[src/rtl/cmp_mask_pack_pkg.sv]
// Shared ALU package for the compare-mask packer.
// Holds the comparator flag-select encoding and the packer state encoding
// so that the datapath and any checker modules agree on both.
package cmp_mask_pack_pkg;

    // Flag select applied to every element of one collection.
    // Bit 1 inverts the selected flag, bit 0 picks GE/GT over LT/LE.
    typedef enum logic [1:0] {
        OP_LT_LE     = 2'b00,
        OP_GE_GT     = 2'b01,
        OP_NOT_LT_LE = 2'b10,
        OP_NOT_GE_GT = 2'b11
    } cmp_op_e;

    // Packer control states.
    typedef enum logic [1:0] {
        ST_IDLE    = 2'b00,
        ST_COLLECT = 2'b01,
        ST_DONE    = 2'b10
    } state_e;

endpackage

[src/rtl/cmp_mask_pack.sv]
// Compare-mask packer: collects one comparator flag per vector element and
// packs them into a MASK_WIDTH-bit mask, bit i holding element i's result.
//
// Ports:
//   module_clk_i  - block clock, all state on the rising edge
//   rst_ni        - asynchronous active-low reset
//   start_i       - begin a collection (honoured only when idle)
//   vl_i, op_i    - element count and flag select, sampled on accepted start
//   elem_valid_i  - comparator result presented (lt_le_i / ge_gt_i)
//   elem_ready_o  - block accepts a result this cycle
//   cmp_en_o      - comparator clock-gate enable (high while collecting)
//   mask_o        - packed mask; mask_valid_o flags it complete
//   mask_ready_i  - consumer takes the mask
//   busy_o        - block is not idle
module cmp_mask_pack
    import cmp_mask_pack_pkg::*;
#(
    parameter int MASK_WIDTH = 32,
    parameter int VL_WIDTH   = $clog2(MASK_WIDTH) + 1
) (
    input  logic                  module_clk_i,
    input  logic                  rst_ni,
    input  logic                  start_i,
    input  logic [VL_WIDTH-1:0]   vl_i,
    input  logic [1:0]            op_i,
    input  logic                  elem_valid_i,
    input  logic                  lt_le_i,
    input  logic                  ge_gt_i,
    output logic                  elem_ready_o,
    output logic                  cmp_en_o,
    output logic [MASK_WIDTH-1:0] mask_o,
    output logic                  mask_valid_o,
    input  logic                  mask_ready_i,
    output logic                  busy_o
);

    // Pick the comparator flag named by op and invert it when requested.
    function automatic logic sel_flag(input cmp_op_e op, input logic lt, input logic ge);
        logic f;
        case (op)
            OP_LT_LE:     f = lt;
            OP_GE_GT:     f = ge;
            OP_NOT_LT_LE: f = ~lt;
            OP_NOT_GE_GT: f = ~ge;
            default:      f = 1'b0;
        endcase
        return f;
    endfunction

    state_e                state_r, state_s;
    cmp_op_e               op_r, op_s;
    logic [VL_WIDTH-1:0]   vl_r, vl_s;
    logic [VL_WIDTH-1:0]   idx_r, idx_s;
    logic [MASK_WIDTH-1:0] mask_r, mask_s;
    logic [VL_WIDTH-1:0]   vl_clamp_s;
    logic                  flag_s;
    logic                  elem_ready_r;
    logic                  cmp_en_r;
    logic                  mask_valid_r;
    logic                  busy_r;

    // Clamp the requested length so the index never walks past the mask.
    always_comb begin
        vl_clamp_s = vl_i;
        if (32'(vl_i) > 32'(MASK_WIDTH)) begin
            vl_clamp_s = VL_WIDTH'(MASK_WIDTH);
        end else begin
            vl_clamp_s = vl_i;
        end
    end

    // Next-state, index, mask and latched-parameter logic.
    always_comb begin
        state_s = state_r;
        op_s    = op_r;
        vl_s    = vl_r;
        idx_s   = idx_r;
        mask_s  = mask_r;
        flag_s  = sel_flag(op_r, lt_le_i, ge_gt_i);
        case (state_r)
            ST_IDLE: begin
                if (start_i) begin
                    // Mask is cleared up front, so bits beyond vl stay zero
                    // and each accept only ever sets its own bit.
                    mask_s = {MASK_WIDTH{1'b0}};
                    idx_s  = {VL_WIDTH{1'b0}};
                    op_s   = cmp_op_e'(op_i);
                    vl_s   = vl_clamp_s;
                    if (vl_clamp_s == {VL_WIDTH{1'b0}}) begin
                        state_s = ST_DONE;
                    end else begin
                        state_s = ST_COLLECT;
                    end
                end else begin
                    state_s = ST_IDLE;
                end
            end
            ST_COLLECT: begin
                // elem_ready is high throughout COLLECT, so valid alone accepts.
                if (elem_valid_i) begin
                    mask_s = mask_r | (MASK_WIDTH'(flag_s) << idx_r);
                    idx_s  = idx_r + {{(VL_WIDTH-1){1'b0}}, 1'b1};
                    if (idx_s == vl_r) begin
                        state_s = ST_DONE;
                    end else begin
                        state_s = ST_COLLECT;
                    end
                end else begin
                    state_s = ST_COLLECT;
                end
            end
            ST_DONE: begin
                if (mask_ready_i) begin
                    state_s = ST_IDLE;
                end else begin
                    state_s = ST_DONE;
                end
            end
            default: begin
                state_s = ST_IDLE;
            end
        endcase
    end

    // State, datapath and output-flag registers; flags are decoded from the
    // next state so they line up exactly with the state they describe.
    always_ff @(posedge module_clk_i or negedge rst_ni) begin
        if (!rst_ni) begin
            state_r      <= ST_IDLE;
            op_r         <= OP_LT_LE;
            vl_r         <= {VL_WIDTH{1'b0}};
            idx_r        <= {VL_WIDTH{1'b0}};
            mask_r       <= {MASK_WIDTH{1'b0}};
            elem_ready_r <= 1'b0;
            cmp_en_r     <= 1'b0;
            mask_valid_r <= 1'b0;
            busy_r       <= 1'b0;
        end else begin
            state_r      <= state_s;
            op_r         <= op_s;
            vl_r         <= vl_s;
            idx_r        <= idx_s;
            mask_r       <= mask_s;
            elem_ready_r <= (state_s == ST_COLLECT);
            cmp_en_r     <= (state_s == ST_COLLECT);
            mask_valid_r <= (state_s == ST_DONE);
            busy_r       <= (state_s != ST_IDLE);
        end
    end

    assign elem_ready_o = elem_ready_r;
    assign cmp_en_o     = cmp_en_r;
    assign mask_o       = mask_r;
    assign mask_valid_o = mask_valid_r;
    assign busy_o       = busy_r;

endmodule

[config.mk]
export PLATFORM = sky130hd
export DESIGN_NAME = cmp_mask_pack
export DESIGN_NICKNAME = d
export VERILOG_FILES = /design/src/rtl/cmp_mask_pack_pkg.sv /design/src/rtl/cmp_mask_pack.sv
export SDC_FILE = /design/constraint.sdc
export NUM_CORES = 1
export LEC_CHECK = 0
export ABC_AREA = 1
export CORE_ASPECT_RATIO = 1.2
export CORE_UTILIZATION = 30
export CTS_BUF_LIST = sky130_fd_sc_hd__clkbuf_4 sky130_fd_sc_hd__clkbuf_8
export DETAILED_ROUTE_END_ITERATION = 10
export PLACE_DENSITY_LB_ADDON = 0.12
export SYNTH_ARGS = -nofsm -noshare
export SYNTH_HDL_FRONTEND = slang
export SYNTH_SLANG_ARGS = --single-unit
[constraint.sdc]
create_clock -name module_clk_i -period 1.8 [get_ports module_clk_i]
set_input_delay 0.54 -clock module_clk_i [delete_from_list [all_inputs] [get_ports module_clk_i]]
set_output_delay 0.54 -clock module_clk_i [all_outputs]
set_load 0.05 [all_outputs]
# Yosys cells after proc, flatten, opt, wreduce, memory -nomap -nowiden
# Cells that the tools add are included.
totals:
  register_bits: 51
  input_bits: 15
  wordCells: 45
classes:
  add_sub_neg: 1
  reduce_logical: 7
  shifts: 1
  mux: 14
  magnitude_cmp: 1
  n_bitwise: 3
  n_eq_ne: 10
ops:
  columns: ["operator", "n"]
  rows:
  - ["$mux W32", 2]
  - ["$pmux W32 S2", 1]
  - ["$or A32 B32 Y32", 1]
  - ["$shl A1 B6 Y32", 1]
  - ["$mux W6", 3]
  - ["$pmux W6 S2", 1]
  - ["$mux W2", 5]
  - ["$eq A2 B2 Y1 const B", 4]
  - ["$add A6 B1 Y6 const B", 1]
  - ["$eq A2 B1 Y1 const B", 3]
  - ["$eq A6 B6 Y1", 1]
  - ["$gt A6 B6 Y1 const B", 1]
  - ["$logic_not A6 Y1", 1]
  - ["$pmux W2 S3", 1]
  - ["$logic_not A2 Y1", 2]
  - ["$ne A2 B2 Y1 const B", 2]
  - ["$pmux W1 S4", 1]
  - ["$reduce_bool A2 Y1", 2]
  - ["$reduce_and A3 Y1", 1]
  - ["$not A1 Y1", 2]
  - ["$reduce_and A2 Y1", 1]

# Longest topological paths before layout
# Gate-level depths: netlist (run 1).
logic_depth:
  word_depth: 7
  mapped_depth: 13
  depth_no_buf: 13

# Worst setup path before layout (run 1)
# No wires, ideal clock.
synth_timing:
  path_type: "input to register"
  startpoint: "input ge_gt_i"
  endpoint: "register mask_r[23] (netlist: mask_o[23])"
  cell_stages: 9
  path_slack_ps: 346
  path_buffers: 0
  arrival_time_ps: 1381
  required_time_ps: 1728
  path_cell_list: "nand2_1 nand2_1 nand2_1 nand2_1 inv_1 or2_2 nor2_1 nor2_1 nor2_1"
synth_via:
  elab_chain_len: 6
synth_rtl:
  columns: ["item", "line", "rtl"]
  rows:
  - ["from (decl)", "cmp_mask_pack.sv:28", "input logic ge_gt_i,"]
  - ["$not A1 Y1", "cmp_mask_pack.sv:44", "OP_NOT_GE_GT: f = ~ge;"]
  - ["$pmux W1 S4 (*)", "cmp_mask_pack.sv:40", "case (op)"]
  - ["$shl A1 B6 Y32 (*)", "cmp_mask_pack.sv:101", "mask_s = mask_r | (MASK_WIDTH'(flag_s) << idx_r);"]
  - ["$or A32 B32 Y32 (*)", "cmp_mask_pack.sv:101", null]
  - ["$mux W32 (*)", "cmp_mask_pack.sv:100", "if (elem_valid_i) begin"]
  - ["$pmux W32 S2 (*)", "cmp_mask_pack.sv:80", "case (state_r)"]
  - ["to (signal assigned)", "cmp_mask_pack.sv:133", "mask_r <= {MASK_WIDTH{1'b0}};"]
  - ["to (signal assigned)", "cmp_mask_pack.sv:143", "mask_r <= mask_s;"]
  - ["to (decl)", "cmp_mask_pack.sv:54", "logic [MASK_WIDTH-1:0] mask_r, mask_s;"]
# Every way passes the cells marked *; elsewhere a longest branch is shown, timed or not. The select of a mux whose other input is x is not followed.
# A chain may end at the register's enable or synchronous reset.

# Final worst setup path (run 1)
layout_timing:
  startpoint: "input start_i"
  endpoint: "register vl_r[0]"
layout_via:
  elab_chain_len: 1
layout_rtl:
  columns: ["item", "line", "rtl"]
  rows:
  - ["from (decl)", "cmp_mask_pack.sv:23", "input logic start_i,"]
  - ["$reduce_and A2 Y1 (no line)", null, null]
  - ["to (signal assigned)", "cmp_mask_pack.sv:131", "vl_r <= {VL_WIDTH{1'b0}};"]
  - ["to (signal assigned)", "cmp_mask_pack.sv:141", "vl_r <= vl_s;"]
  - ["to (decl)", "cmp_mask_pack.sv:52", "logic [VL_WIDTH-1:0] vl_r, vl_s;"]
# No other way between the ends.

==> results.yml, run 1 <==
outcome:
  run_status: "finished, final reports clean"
yosys:
  post-synth-top-area-cell: "sky130_fd_sc_hd__dfrtp_1"
  synthTopCellsByArea: "sky130_fd_sc_hd__dfrtp_1 (53%), sky130_fd_sc_hd__nor2_1 (8.0%), sky130_fd_sc_hd__inv_1 (6.7%)"
  synth_warn: 0
  synthDominantCellAreaShare: 0.530
  synth.cells.most_frequent: "sky130_fd_sc_hd__dfrtp_1 (51), sky130_fd_sc_hd__nor2_1 (51), sky130_fd_sc_hd__inv_1 (43), sky130_fd_sc_hd__nand2_1 (40), sky130_fd_sc_hd__nand3_1 (32)"
  async_flop_share: 1.00
  synth_cells: 292
  synth-seq-cells: 51
  seq_area_frac_synth: 0.530
  syn-cell-area_sq_um: 2410
  post_synthesis_mean_instance_area_sq_um: 8.24
  postSynth.topFlopCell: "sky130_fd_sc_hd__dfrtp_1"
  number_of_enable_type_register_cells_in_the_synthesized_netlist: 0
  synth_cell_types: 26
  syn-num-nets: 308
critical_path:
  crit_fanout: 10
  r2r-end: "busy_o"
  critical_path_buf_inv_count: 4
  worst-endpoint-required_ns: 2.05
  timing.reg2reg.setup_slack_ns: 0.28
  cp_slowest_stage_delay_ns: 0.45
  critPathArrivalTime_ns: 1.93
  path_class: "in2reg"
  path_cells: "clkdlybuf4s50_1 -> nand2_1 -> nor2_4 -> buf_4 -> inv_1 -> nor2_1 -> buf_4 -> a22o_1"
  reg2reg_from: "idx_r[1]"
  slowest_stage: "sky130_fd_sc_hd__clkdlybuf4s50_1"
  path_depth: 8
  logic_depth_of_the_worst_register_to_register_path: 10
  crit_path_start_kind: "primary input"
  crit_top_cell: "sky130_fd_sc_hd__buf_4"
  critical_path.endpoint_type: "flip-flop"
  cpLargestDelayFamily: "buffers and inverters"
die:
  ios: 51
  die_width_microns: 83.8
  initial_core_util: 0.312
  fp.dieArea_sq_um: 8390
  row_count: 35
  die_y_microns: 100
  fp.coreArea_sq_um: 7710
placement:
  io_buffers: 50
  dp.final_hpwl_microns: 4180
  postPlaceCellArea_sq_um: 3400
  dpl_worst_slack_ns: -0.298
  gp_routability_congestion: 0.795
sta:
  relSlewSlack: 0.812
  timing_worst_slew_pin_value_ns: 0.280
  layout_worst_path_cycle_share: 0.936
  timing.final.crit_period_ns: 1.68
  rsz_0062_raised_after_global_routing: "false"
  fmax_mhz: 594
  worst_clock_skew_ns: 0.00947
  setup_violations: 0
  setup_ws_ns: 0.116
  finalHoldViolations: 0
  final_max_slew_viols: 0
route:
  drt.antenna.violating_nets: 0
  wl_per_cell_microns: 12.4
  remaining_drc_errors: 0
  drtPass1Iterations: 4
  vias: 2076
  routed_wirelength_microns: 5570
  detailedRoute.firstIterationViolations: 99
  route.detailed.vias_per_inst: 4.64
grt:
  first_pass_grt_wire_length_microns: 9670
  grt.overflow.total: 0
  groute.usage.overall: 0.146
  grt_antenna_before_repair: 0
  via_count_of_the_first_global_routing_pass: 1996
  grt_start_max_net_pins: 52
power_and_ir_drop:
  power.density_nw_per_um2: 1860
  leakagePower_nw: 1.65
  power.share.sequential: 0.308
  power.clock.fraction: 0.103
  total_power_w: 0.00653
  power_report.internal_total_w: 0.00354
  comb_power_share: 0.589
  power.ir.vdd_worst_mv: 0.978
  swShare: 0.458
  p_switching_w: 0.00299
clock_tree:
  cts-buffers-inserted: 5
  cts_num_sinks: 51
  clock_tree.root_cell: "sky130_fd_sc_hd__clkbuf_8"
  clkTransAtPathRegs_ns: 0.09
  clock_latency_ns: 0.31
  max-clock-path-buffers: 2
  htree_levels: 2
  cts_setup_buffers: 0
  clock_tree_from_tritoncts: "yes"
final_layout:
  layout.nets: 370
  final_area_sq_um: 3510
  syn2layout_area_growth_pct: 45.7
  antenna-diode-count: 0
  drive_above_1_share: 0.225
flow_run:
  cap_violations: 0
min_path:
  timing.hold.worst.class: "in2async"
[power groups by stage]
stage / Sequential (W) / Clock (W) / Combinational [W]
2_1_floorplan: 0.00285 / 0 / 0.00126
3_3_place_gp: 0.00204 / 0 / 0.00382
3_5_place_dp: 0.00205 / 0 / 0.00383
4_1_cts: 0.00202 / 0.000700 / 0.00384
5_1_grt: 0.00208 / 0.000731 / 0.00414
6_report: 0.00201 / 0.000670 / 0.00385
[cells in the final DEF (no fill, tap or decap), drive strengths merged, types with 4 or more instances in the layout]
master          n
o22ai           4
a21oi          24
nand3          32
clkbuf          7
nand4           9
dfrtp          51
nor3            5
inv            46
buf            54
nor2           54
clkdlybuf4s50  13
o21ai           7
nand2          41
[final cells by class]
cell class                 count  area [sq um]
timing repair buffer          67           946
fill                         766          4200
sequential                    51          1280
inverter                      46           173
multi-input combinational    183           908
clock inverter                 1          5.00
tap                           92           115
clock buffer                   7          83.8
[metal layers]
| metal | wire length, microns | track usage |
|---|---|---|
| met5 | 0 | 0 |
| met4 | 125 | 0.0652 |
| met3 | 195 | 0.0280 |
| met2 | 2760 | 0.247 |
| met1 | 2490 | 0.181 |
[worst max-delay path by stage]
stage	from	to	slack, ns
CTS	ge_gt_i	mask_o[0]	0.02
finish	start_i	vl_r[0]	0.12
global placement	ge_gt_i	mask_o[0]	-0.30
floorplan	ge_gt_i	mask_o[23]	0.35
detailed placement	ge_gt_i	mask_o[0]	-0.30
global route	ge_gt_i	mask_o[23]	0.0005
[sequential cells by signal (all words and copies together), names as in the netlist]
register      flops
idx_r             6
cmp_en_o          1
busy_o            1
vl_r              6
op_r              2
state_r           2
mask_o           32
mask_valid_o      1
[what timing repair did]
| item | CTS | global route |
|---|---|---|
| setup endpoints to repair | 0 | 26 |
| hold buffers | 0 | 0 |
| gates resized for setup | 0 | 8 |
[stage by stage]
step	TNS, ns	utilization	hold slack, ns	instances
2_1_floorplan	0	-	0.244	292
3_3_place_gp	-7.40	0.441	0.518	439
3_5_place_dp	-8.16	0.441	0.513	439
4_1_cts	0	0.452	0.215	447
5_1_grt	0	0.455	0.234	447
6_report	0	0.455	0.198	447
[logic make-up (layout without fill, tap and decap cells)]
kind of cell | Yosys count | count (layout) | share of synthesized area
and+or+nand+nor | 143 | 143 | 0.274
adders and majority gates | 1 | 1 | 0.00520
AOI/OAI and AO/OA | 38 | 38 | 0.0863
buffers and inverters | 58 | 121 | 0.101
xor gates and xnor gates | 1 | 1 | 0.00364
DFF | 51 | 51 | 0.530
Power figures use the tool's default switching activity.
==> inputs of run 2 (changes only) <==
==> constraint.sdc (replaced) <==
create_clock -name module_clk_i -period 1.8 [get_ports module_clk_i]
set_input_delay 0.54 -clock module_clk_i [delete_from_list [all_inputs] [get_ports module_clk_i]]
set_output_delay 0.54 -clock module_clk_i [all_outputs]
set_load 0.01 [all_outputs]
==> run 2 against run 1 <==
Compared with the run above:
- global-route usage up 0.079 points
- flip-flop and latch count unchanged
- sequential share of layout area rose by 2.6 points
- critical path type is now reg2out
- combinational power shrank 35%
- cell area decreased by 6.6%
- final cell count rose by 0.22%
- first-iteration DRC count down 12%
- highest routed layer unchanged
==> results.yml, run 2 (synthesized netlist as in run 1, its figures left out) <==
die:
  die_width_microns: 83.8
  die_y_microns: 100
  initial_core_util: 0.312
  ios: 51
  fp.dieArea_sq_um: 8390
  fp.coreArea_sq_um: 7710
  row_count: 35
grt:
  first_pass_grt_wire_length_microns: 9800
  groute.usage.overall: 0.146
  grt.overflow.total: 0
  grt_start_max_net_pins: 52
  via_count_of_the_first_global_routing_pass: 2090
  grt_antenna_before_repair: 0
power_and_ir_drop:
  total_power_w: 0.00518
  power.ir.vdd_worst_mv: 0.690
  power.density_nw_per_um2: 1580
  leakagePower_nw: 1.54
route:
  drt.antenna.violating_nets: 0
  vias: 2068
  routed_wirelength_microns: 5450
  drtPass1Iterations: 5
  detailedRoute.firstIterationViolations: 87
  remaining_drc_errors: 0
  route.detailed.vias_per_inst: 4.62
  wl_per_cell_microns: 12.2
clock_tree:
  htree_levels: 2
  clock_tree.root_cell: "sky130_fd_sc_hd__clkbuf_8"
  max-clock-path-buffers: 2
  cts-buffers-inserted: 5
  clock_tree_from_tritoncts: "yes"
  cts_setup_buffers: 0
  clock_latency_ns: 0.30
  cts_resized: 0
  clkTransAtPathRegs_ns: 0.09
  cts_num_sinks: 51
  postCtsHoldBufs: 0
sta:
  relSlewSlack: 0.808
  layout_worst_path_cycle_share: 0.978
  final_max_slew_viols: 0
  fmax_mhz: 568
  finalHoldViolations: 0
  timing_worst_slew_pin_value_ns: 0.285
  timing.final.crit_period_ns: 1.76
  worst_clock_skew_ns: 0.00563
  setup_violations: 0
critical_path:
  critical_path.endpoint_type: "output pin"
  cpLargestDelayFamily: "buffers and inverters"
  slowest_stage: "sky130_fd_sc_hd__clkdlybuf4s50_1"
  crit_fanout: 2
  cp_slowest_stage_delay_ns: 0.54
  crit_path_start_kind: "flip-flop"
  path_class: "reg2out"
  critPathArrivalTime_ns: 1.22
  critical_path_buf_inv_count: 1
  timing.reg2reg.setup_slack_ns: 0.28
  path_cells: "clkdlybuf4s50_1"
  worst-endpoint-required_ns: 1.26
final_layout:
  layout.nets: 371
  mostFrequentLayoutCell: "sky130_fd_sc_hd__dfrtp_1"
  num-fill-cells: 811
  antenna-diode-count: 0
  multi_input_logic_area_sq_um: 916
  drive_above_1_share: 0.135
  final_util: 0.425
  syn2layout_area_growth_pct: 36.1
  sequential_cell_area_sq_um: 1280
  layout_common_cells: "sky130_fd_sc_hd__dfrtp_1 (50), sky130_fd_sc_hd__clkdlybuf4s50_1 (47), sky130_fd_sc_hd__nor2_1 (44)"
  final_area_sq_um: 3280
  largest_reg_flops: 32
placement:
  dp.final_hpwl_microns: 4110
  gp_routability_congestion: 0.771
  postPlaceCellArea_sq_um: 3120
  io_buffers: 50
flow_run:
  cap_violations: 0
outcome:
  run_status: "finished, final reports clean"
min_path:
  timing.hold.worst.class: "in2async"
-- run 2: area by class of cell --
cell class                 instances  area share
clock buffer                       6      0.0252
clock inverter                     2      0.0107
inverter                          46      0.0527
multi-input combinational        183       0.280
sequential                        51       0.390
tap                               92      0.0351
timing repair buffer              68       0.207
-- run 2: stage by stage --
step / cells / worst slack (ns) / hold WS (ns) / setup TNS [ns]
floorplan: 292 / 0.358 / 0.244 / 0
global placement: 440 / -0.231 / 0.479 / -6.44
detailed placement: 440 / -0.256 / 0.485 / -7.01
CTS: 448 / 0.0145 / 0.221 / 0
global route: 448 / -0.000184 / 0.232 / -0.000184
finish: 448 / 0.0399 / 0.197 / 0
-- run 2: worst paths after layout --
kind / startpoint / endpoint / cells past startpoint
setup / recovery: mask_o[16] / mask_o[16] / 1
hold / removal: rst_ni / mask_o[17] / 2
setup reg to reg: idx_r[1] / busy_o / 10
max in group asynchronous: rst_ni / idx_r[2] / 2
min in group module_clk_i: mask_o[14] / mask_o[14] / 2
hold reg to reg: mask_o[14] / mask_o[14] / 2
-- run 2: layer usage --
| layer | part of all wire | GRT usage | vias to the layer above |
|---|---|---|---|
| li1 | - | - | 1057 |
| met4 | 0.013 | 0.0430 | 0 |
| met3 | 0.041 | 0.0271 | 6 |
| met2 | 0.49 | 0.260 | 53 |
| met1 | 0.45 | 0.181 | 952 |
| met5 | 0 | 0 | - |
-- run 2: power by group --
part           total, W  switching (W)  leakage, nW  internal [W]
combinational   0.00249        0.00129        0.827       0.00120
sequential      0.00187       0.000286        0.653       0.00158
clock          0.000825       0.000374       0.0612      0.000450
